==> config.mk <==
export PLATFORM = sky130hd
export DESIGN_NAME = exe_mdu
export DESIGN_NICKNAME = d
export VERILOG_FILES = /design/src/rtl/exe_mdu_pkg.sv /design/src/rtl/exe_mdu_div.sv /design/src/rtl/exe_mdu.sv
export SDC_FILE = /design/constraint.sdc
export NUM_CORES = 1
export LEC_CHECK = 0
export ABC_AREA = 1
export BUFFER_PORTS_ARGS = -buffer_cell sky130_fd_sc_hd__buf_4
export CAP_MARGIN = 20
export CORE_UTILIZATION = 33
export CTS_CLUSTER_DIAMETER = 150
export CTS_CLUSTER_SIZE = 40
export DETAILED_ROUTE_END_ITERATION = 6
export PLACE_DENSITY_LB_ADDON = 0.12
export SLEW_MARGIN = 20
export SYNTH_ARGS = -nofsm -noshare
export SYNTH_HDL_FRONTEND = slang
export SYNTH_HIERARCHICAL = 1
export SYNTH_SLANG_ARGS = --single-unit
==> constraint.sdc <==
create_clock -name clk -period 12.5 [get_ports clk]
set_input_delay 1.25 -clock clk [delete_from_list [all_inputs] [get_ports clk]]
set_output_delay 1.25 -clock clk [all_outputs]
set_load 0.02 [all_outputs]
==> src/rtl/exe_mdu_pkg.sv <==
// Shared op encodings (RISC-V funct3) and operand-signedness helpers for the multiply/divide unit.
package exe_mdu_pkg;

    localparam int unsigned MDU_OP_WIDTH = 3;

    localparam logic [MDU_OP_WIDTH-1:0] MDU_OP_MUL    = 3'b000;
    localparam logic [MDU_OP_WIDTH-1:0] MDU_OP_MULH   = 3'b001;
    localparam logic [MDU_OP_WIDTH-1:0] MDU_OP_MULHSU = 3'b010;
    localparam logic [MDU_OP_WIDTH-1:0] MDU_OP_MULHU  = 3'b011;
    localparam logic [MDU_OP_WIDTH-1:0] MDU_OP_DIV    = 3'b100;
    localparam logic [MDU_OP_WIDTH-1:0] MDU_OP_DIVU   = 3'b101;
    localparam logic [MDU_OP_WIDTH-1:0] MDU_OP_REM    = 3'b110;
    localparam logic [MDU_OP_WIDTH-1:0] MDU_OP_REMU   = 3'b111;

    function automatic logic mdu_op_is_div(input logic [MDU_OP_WIDTH-1:0] op);
        return op[2];
    endfunction

    function automatic logic mdu_op_a_signed(input logic [MDU_OP_WIDTH-1:0] op);
        return (op == MDU_OP_MULH) || (op == MDU_OP_MULHSU) ||
               (op == MDU_OP_DIV)  || (op == MDU_OP_REM);
    endfunction

    function automatic logic mdu_op_b_signed(input logic [MDU_OP_WIDTH-1:0] op);
        return (op == MDU_OP_MULH) || (op == MDU_OP_DIV) || (op == MDU_OP_REM);
    endfunction

endpackage

==> src/rtl/exe_mdu_div.sv <==
// Restoring divider datapath on unsigned magnitudes: one quotient bit per enabled step.
module exe_mdu_div #(
    parameter int unsigned XLEN = 32
) (
    input  logic            clk,
    input  logic            load,
    input  logic            step,
    input  logic [XLEN-1:0] dividend,
    input  logic [XLEN-1:0] divisor,
    output logic [XLEN-1:0] quot,
    output logic [XLEN-1:0] rem
);

    logic [XLEN-1:0] quot_q;
    logic [XLEN-1:0] rem_q;
    logic [XLEN-1:0] dvs_q;
    logic [XLEN:0]   shifted;
    logic [XLEN:0]   diff;

    // Dividend bits shift out of quot_q into the partial remainder as quotient bits shift in.
    assign shifted = {rem_q, quot_q[XLEN-1]};
    assign diff    = shifted - {1'b0, dvs_q};

    always_ff @(posedge clk) begin
        if (load) begin
            quot_q <= dividend;
            rem_q  <= '0;
            dvs_q  <= divisor;
        end else if (step) begin
            quot_q <= {quot_q[XLEN-2:0], ~diff[XLEN]};
            rem_q  <= diff[XLEN] ? shifted[XLEN-1:0] : diff[XLEN-1:0];
        end
    end

    assign quot = quot_q;
    assign rem  = rem_q;

endmodule

==> src/rtl/exe_mdu.sv <==
// Iterative RV32M/RV64M multiply/divide unit: shift-add multiplier, restoring divider,
// early-out for divide-by-zero and signed overflow, annul and registered outputs.
module exe_mdu
    import exe_mdu_pkg::*;
#(
    parameter int unsigned XLEN     = 32,
    parameter int unsigned MUL_BITS = 1
) (
    input  logic                    clk,
    input  logic                    rst,
    input  logic                    I_valid,
    input  logic [MDU_OP_WIDTH-1:0] I_op,
    input  logic [XLEN-1:0]         I_srca,
    input  logic [XLEN-1:0]         I_srcb,
    input  logic                    I_annul,
    output logic                    O_ready,
    output logic                    O_valid,
    output logic [XLEN-1:0]         O_result
);

    localparam int unsigned      CNT_W     = $clog2(XLEN) + 1;
    localparam int unsigned      MUL_STEPS = XLEN / MUL_BITS;
    localparam logic [CNT_W-1:0] MUL_LAST  = CNT_W'(MUL_STEPS - 1);
    localparam logic [CNT_W-1:0] DIV_LAST  = CNT_W'(XLEN - 1);
    localparam logic [XLEN-1:0]  MOST_NEG  = {1'b1, {(XLEN-1){1'b0}}};

    localparam logic [1:0] StIdle = 2'd0;
    localparam logic [1:0] StMul  = 2'd1;
    localparam logic [1:0] StDiv  = 2'd2;
    localparam logic [1:0] StDone = 2'd3;

    logic [1:0]              state_q, state_d;
    logic [CNT_W-1:0]        cnt_q;
    logic                    valid_q;
    logic [XLEN-1:0]         result_q;

    logic [MDU_OP_WIDTH-1:0] op_q;
    logic                    neg_q;
    logic                    sign_a_q;
    logic                    early_q;
    logic [XLEN-1:0]         early_res_q;
    logic [XLEN-1:0]         mcand_q;
    logic [2*XLEN-1:0]       prod_q;

    logic                    accept;
    logic                    sign_a, sign_b;
    logic [XLEN-1:0]         mag_a, mag_b;
    logic                    div_zero, div_ovf, early;
    logic [XLEN-1:0]         early_res;
    logic                    div_step;
    logic [XLEN-1:0]         div_quot, div_rem;
    logic [XLEN+MUL_BITS-1:0] partial, mul_sum;
    logic [2*XLEN-1:0]       prod_fix;
    logic [XLEN-1:0]         quot_fix, rem_fix, fix_result;

    assign accept   = I_valid & (state_q == StIdle) & ~I_annul;
    assign sign_a   = mdu_op_a_signed(I_op) & I_srca[XLEN-1];
    assign sign_b   = mdu_op_b_signed(I_op) & I_srcb[XLEN-1];
    assign mag_a    = sign_a ? -I_srca : I_srca;
    assign mag_b    = sign_b ? -I_srcb : I_srcb;
    assign div_zero = (I_srcb == '0);
    assign div_ovf  = mdu_op_is_div(I_op) & mdu_op_b_signed(I_op) &
                      (I_srca == MOST_NEG) & (I_srcb == '1);
    assign early    = mdu_op_is_div(I_op) & (div_zero | div_ovf);
    // op[1] separates remainder ops from quotient ops.
    assign early_res = I_op[1] ? (div_zero ? I_srca : '0)
                               : (div_zero ? '1 : MOST_NEG);

    assign div_step = (state_q == StDiv);

    exe_mdu_div #(
        .XLEN(XLEN)
    ) u_div (
        .clk     (clk),
        .load    (accept),
        .step    (div_step),
        .dividend(mag_a),
        .divisor (mag_b),
        .quot    (div_quot),
        .rem     (div_rem)
    );

    // Low half of prod_q holds the unretired multiplier bits; the high half accumulates.
    always_comb begin
        partial = '0;
        for (int i = 0; i < MUL_BITS; i++) begin
            if (prod_q[i]) begin
                partial = partial + ({{MUL_BITS{1'b0}}, mcand_q} << i);
            end
        end
        mul_sum = {{MUL_BITS{1'b0}}, prod_q[2*XLEN-1:XLEN]} + partial;
    end

    always_comb begin
        prod_fix = neg_q ? -prod_q : prod_q;
        quot_fix = neg_q ? -div_quot : div_quot;
        rem_fix  = sign_a_q ? -div_rem : div_rem;
        case (op_q)
            MDU_OP_MUL:                              fix_result = prod_fix[XLEN-1:0];
            MDU_OP_MULH, MDU_OP_MULHSU, MDU_OP_MULHU: fix_result = prod_fix[2*XLEN-1:XLEN];
            MDU_OP_DIV, MDU_OP_DIVU:                 fix_result = quot_fix;
            default:                                 fix_result = rem_fix;
        endcase
        if (early_q) begin
            fix_result = early_res_q;
        end
    end

    always_comb begin
        state_d = state_q;
        case (state_q)
            StIdle: begin
                if (accept) begin
                    if (!mdu_op_is_div(I_op)) state_d = StMul;
                    else if (early)           state_d = StDone;
                    else                      state_d = StDiv;
                end
            end
            StMul:   if (cnt_q == MUL_LAST) state_d = StDone;
            StDiv:   if (cnt_q == DIV_LAST) state_d = StDone;
            StDone:  state_d = StIdle;
            default: state_d = StIdle;
        endcase
        if (I_annul) begin
            state_d = StIdle;
        end
    end

    always_ff @(posedge clk) begin
        if (rst) begin
            state_q  <= StIdle;
            cnt_q    <= '0;
            valid_q  <= 1'b0;
            result_q <= '0;
        end else begin
            state_q <= state_d;
            valid_q <= 1'b0;
            if (accept) begin
                cnt_q <= '0;
            end else if ((state_q == StMul) || (state_q == StDiv)) begin
                cnt_q <= cnt_q + CNT_W'(1);
            end
            if ((state_q == StDone) && !I_annul) begin
                valid_q  <= 1'b1;
                result_q <= fix_result;
            end
        end
    end

    always_ff @(posedge clk) begin
        if (accept) begin
            op_q        <= I_op;
            neg_q       <= sign_a ^ sign_b;
            sign_a_q    <= sign_a;
            early_q     <= early;
            early_res_q <= early_res;
            mcand_q     <= mag_a;
            prod_q      <= {{XLEN{1'b0}}, mag_b};
        end else if (state_q == StMul) begin
            prod_q <= {mul_sum, prod_q[XLEN-1:MUL_BITS]};
        end
    end

    assign O_ready  = (state_q == StIdle);
    assign O_valid  = valid_q;
    assign O_result = result_q;

endmodule
==> out/metrics.yaml <==
pwr:
  vdd_drop_max_v: 0.00007810
  seq_power_share_pct: 48.0
  p_int_mw: 1.401
  power_density_nw_per_um2: 92.67
  pwr-share-clk_pct: 24.1
  p_comb_share_pct: 27.8
  p_sw_uw: 849.0
  p_sw_share_pct: 37.74
  leakage_nw: 11.63
sta:
  max-slew-margin-rel_pct: 27.15
  fin_crit_sh_pct: 30.10
  max_freq_mhz: 265.8
  setup_ws_ns: 8.737
  tightest_slew_ns: 1.092
  period_needed_ns: 3.763
  finalSetupViolCount: 0
  finalHoldViolations: 0
  slew_viol_final: 0
  rsz0062_at_grt: "no"
  skew_ns: 0.05722
  tns_ns: 0
drt:
  routedWlPerCell_um: 20.41
  drtIter0Drc: 2051
  via_per_inst: 5.083
  antenna_left: 0
  drc: 0
  drt-pass1-iter-count: 7
  vias: 22530
  drt-total-wl_um: 90490
floorplan:
  die_w_um: 261.8
  fp-row-count: 94
  die-height_um: 261.8
  initial_core_util_pct: 33.59
  dieArea_um2: 68560
  core_um2: 66330
  pin_count: 105
logic_synthesis:
  synth_top_area_share_pct: 22.37
  synth.distinct_cells: 54
  syn_nets: 3668
  yosys_warnings: 6
  seq_area_frac_synth_pct: 31.81
  synthCells: 3520
  ys.flop_type: "edfxtp_1"
  synth-seq-cells: 271
  synth_most_common_cell: "nand2_1"
  synth_area_leaders: "edfxtp_1, nand2_1, dfxtp_1, inv_1, nor2_1"
  synth_edf_count: 166
  postSynthAreaPerCell_um2: 6.330
  async_reset_ff_share_pct: 0
  netlist_area_um2: 22280
  synth_commonest_cells: "nand2_1, inv_1, nor2_1, nand3_1, a21oi_1"
  yosys.area.top_type: "edfxtp_1"
placement:
  gp_congestion: 0.9660
  hpwl_um: 73660
  portBuffers: 104
  place_area_um2: 23850
  dpl_worst_slack_ns: 8.357
worst_hold_path:
  hp-class: "register to register"
  worst_hold_path.endpoint: "O_result[19]"
  min_path_cells: 2
  worstHoldStart: "O_result[19]"
worst_setup_path:
  regToRegStartpoint: "prod_q[0]"
  crit_path_start_kind: "register"
  path_class: "register to register"
  cp.arrival_ns: 4.17
  worstSetupEndpointType: "register"
  r2r_cells: 12
  critical_path_required_ns: 12.90
  cp_max_fo: 33
  r2r_end: "O_result[30]"
  r2r_slack_ns: 8.74
layout:
  fin_area_um2: 24270
  n_antenna_cell: 0
  filler_cell_count: 7416
  areaGrowthSynthToFinish_pct: 8.951
  layout.nets: 3711
  drive_above_1_share_pct: 7.005
  seqCellArea_um2: 7087
  multi_input_area_um2: 12750
clock_tree:
  cts_buffers: 12
  cts_num_sinks: 271
  htreeDepth: 1
  cts_buffer_depth: 3
  clock_latency_ns: 0.54
  post_cts_resized: 0
  post-cts-setup-buffer-count: 0
  cts_hold_buf: 0
  clk_pin_slew_ns: 0.15
  cts_root_buf: "clkbuf_16"
  cts_tree: "yes"
global_route:
  grt_pass1_vias: 20580
  grt_max_degree: 97
  grt_use_met1_pct: 35.65
  grtUsageMet3_pct: 2.633
  grt_overflow: 0
  antenna_found_initial: 7
  grt_pass1_wl_um: 132400
  met2_usage_pct: 43.74
  grt-busiest-layer: "met2"
  gr-usage-all-layers_pct: 26.02
run:
  maxCapViolCount: 0
outcome:
  status: "complete, no violations"
==> layout make-up <==
cell class	count	share of cell area, %
multi-input cells	2618	52.52
flip-flops and latches	271	29.19
inverters	540	8.381
well taps	864	4.453
repair buffers	120	3.711
clock buffers	14	1.356
clock inverters	6	0.3866
==> sequential cells by signal (all words and copies together), names as in the netlist <==
name         cells
prod_q          64
O_result        32
early_res_q     32
mcand_q         32
u_div/dvs_q     32
u_div/quot      32
u_div/rem       32
cnt_q            6
op_q             3
state_q          2
O_valid          1
early_q          1
neg_q            1
sign_a_q         1
==> layout by cell type, fill, tap and decap left out, types with 47 or more instances in the layout <==
cell type and n:
nand2_1 1073, inv_1 522, nor2_1 451, nand3_1 265, a21oi_1 189, o21ai_0 174
edfxtp_1 166, buf_4 120, dfxtp_1 105, ha_1 75, xor2_1 71, nand4_1 47
==> critical path: stages, from the launching register on <==
cell,delay (ns)
edfxtp_1,0.39
buf_4,0.25
inv_2,0.17
ha_1,0.19
nand3_1,0.20
nor2_1,0.59
nand3_1,0.34
o21ai_0,0.39
nand3_1,0.12
nand3_1,0.11
nand3_1,0.28
o21ai_0,0.48
a21oi_1,0.11
==> cell families (layout without fill, tap and decap cells) <==
group,count (synthesis),after routing,share of synthesized area (%)
XOR/XNOR,96,96,3.774
AND/OR/NAND/NOR,1985,1985,37.60
buffers and inverters,631,680,11.01
adder cells (fa/ha/maj),77,77,4.392
AO/OA/AOI/OAI,460,460,11.42
flip-flops,271,271,31.81
==> power by group through the flow <==
stage               clock network (mW)  registers (mW)  logic, mW
floorplan                            0            1.07      0.403
global placement                     0            1.10      0.618
detailed placement                   0            1.10      0.615
CTS                              0.559            1.08      0.618
global route                     0.585            1.09      0.692
finish                           0.542            1.08      0.626
==> through the flow <==
stage,hold slack (ns),total power [mW],utilization (%),instances
CTS,0.4768,2.256,36.59,4433
global route,0.4920,2.363,36.59,4433
floorplan,0.4561,1.470,-,3520
global placement,0.4555,1.718,35.96,4413
detailed placement,0.4566,1.715,35.96,4413
finish,0.4743,2.250,36.59,4433
==> routing by layer <==
metal | share of wire, % | vias to the layer above | routed length [um]
met5 | 0.031 | - | 28
met4 | 2.7 | 4 | 2439
met3 | 5.0 | 107 | 4538
met2 | 47 | 626 | 42390
met1 | 45 | 10500 | 41090
li1 | - | 11290 | -
==> worst max-delay path by stage <==
stage / from / to / slack, ns / cells after the start
after floorplan: I_annul / u_div/quot[0] / 5.95 / 9
after global placement: I_annul / mcand_q[2] / 8.37 / 7
after detailed placement: I_annul / prod_q[60] / 8.36 / 10
after CTS: prod_q[0] / O_result[30] / 8.83 / 12
after global routing: prod_q[0] / O_result[30] / 8.42 / 12
final: prod_q[0] / O_result[30] / 8.74 / 12
Power figures use the tool's default switching activity.
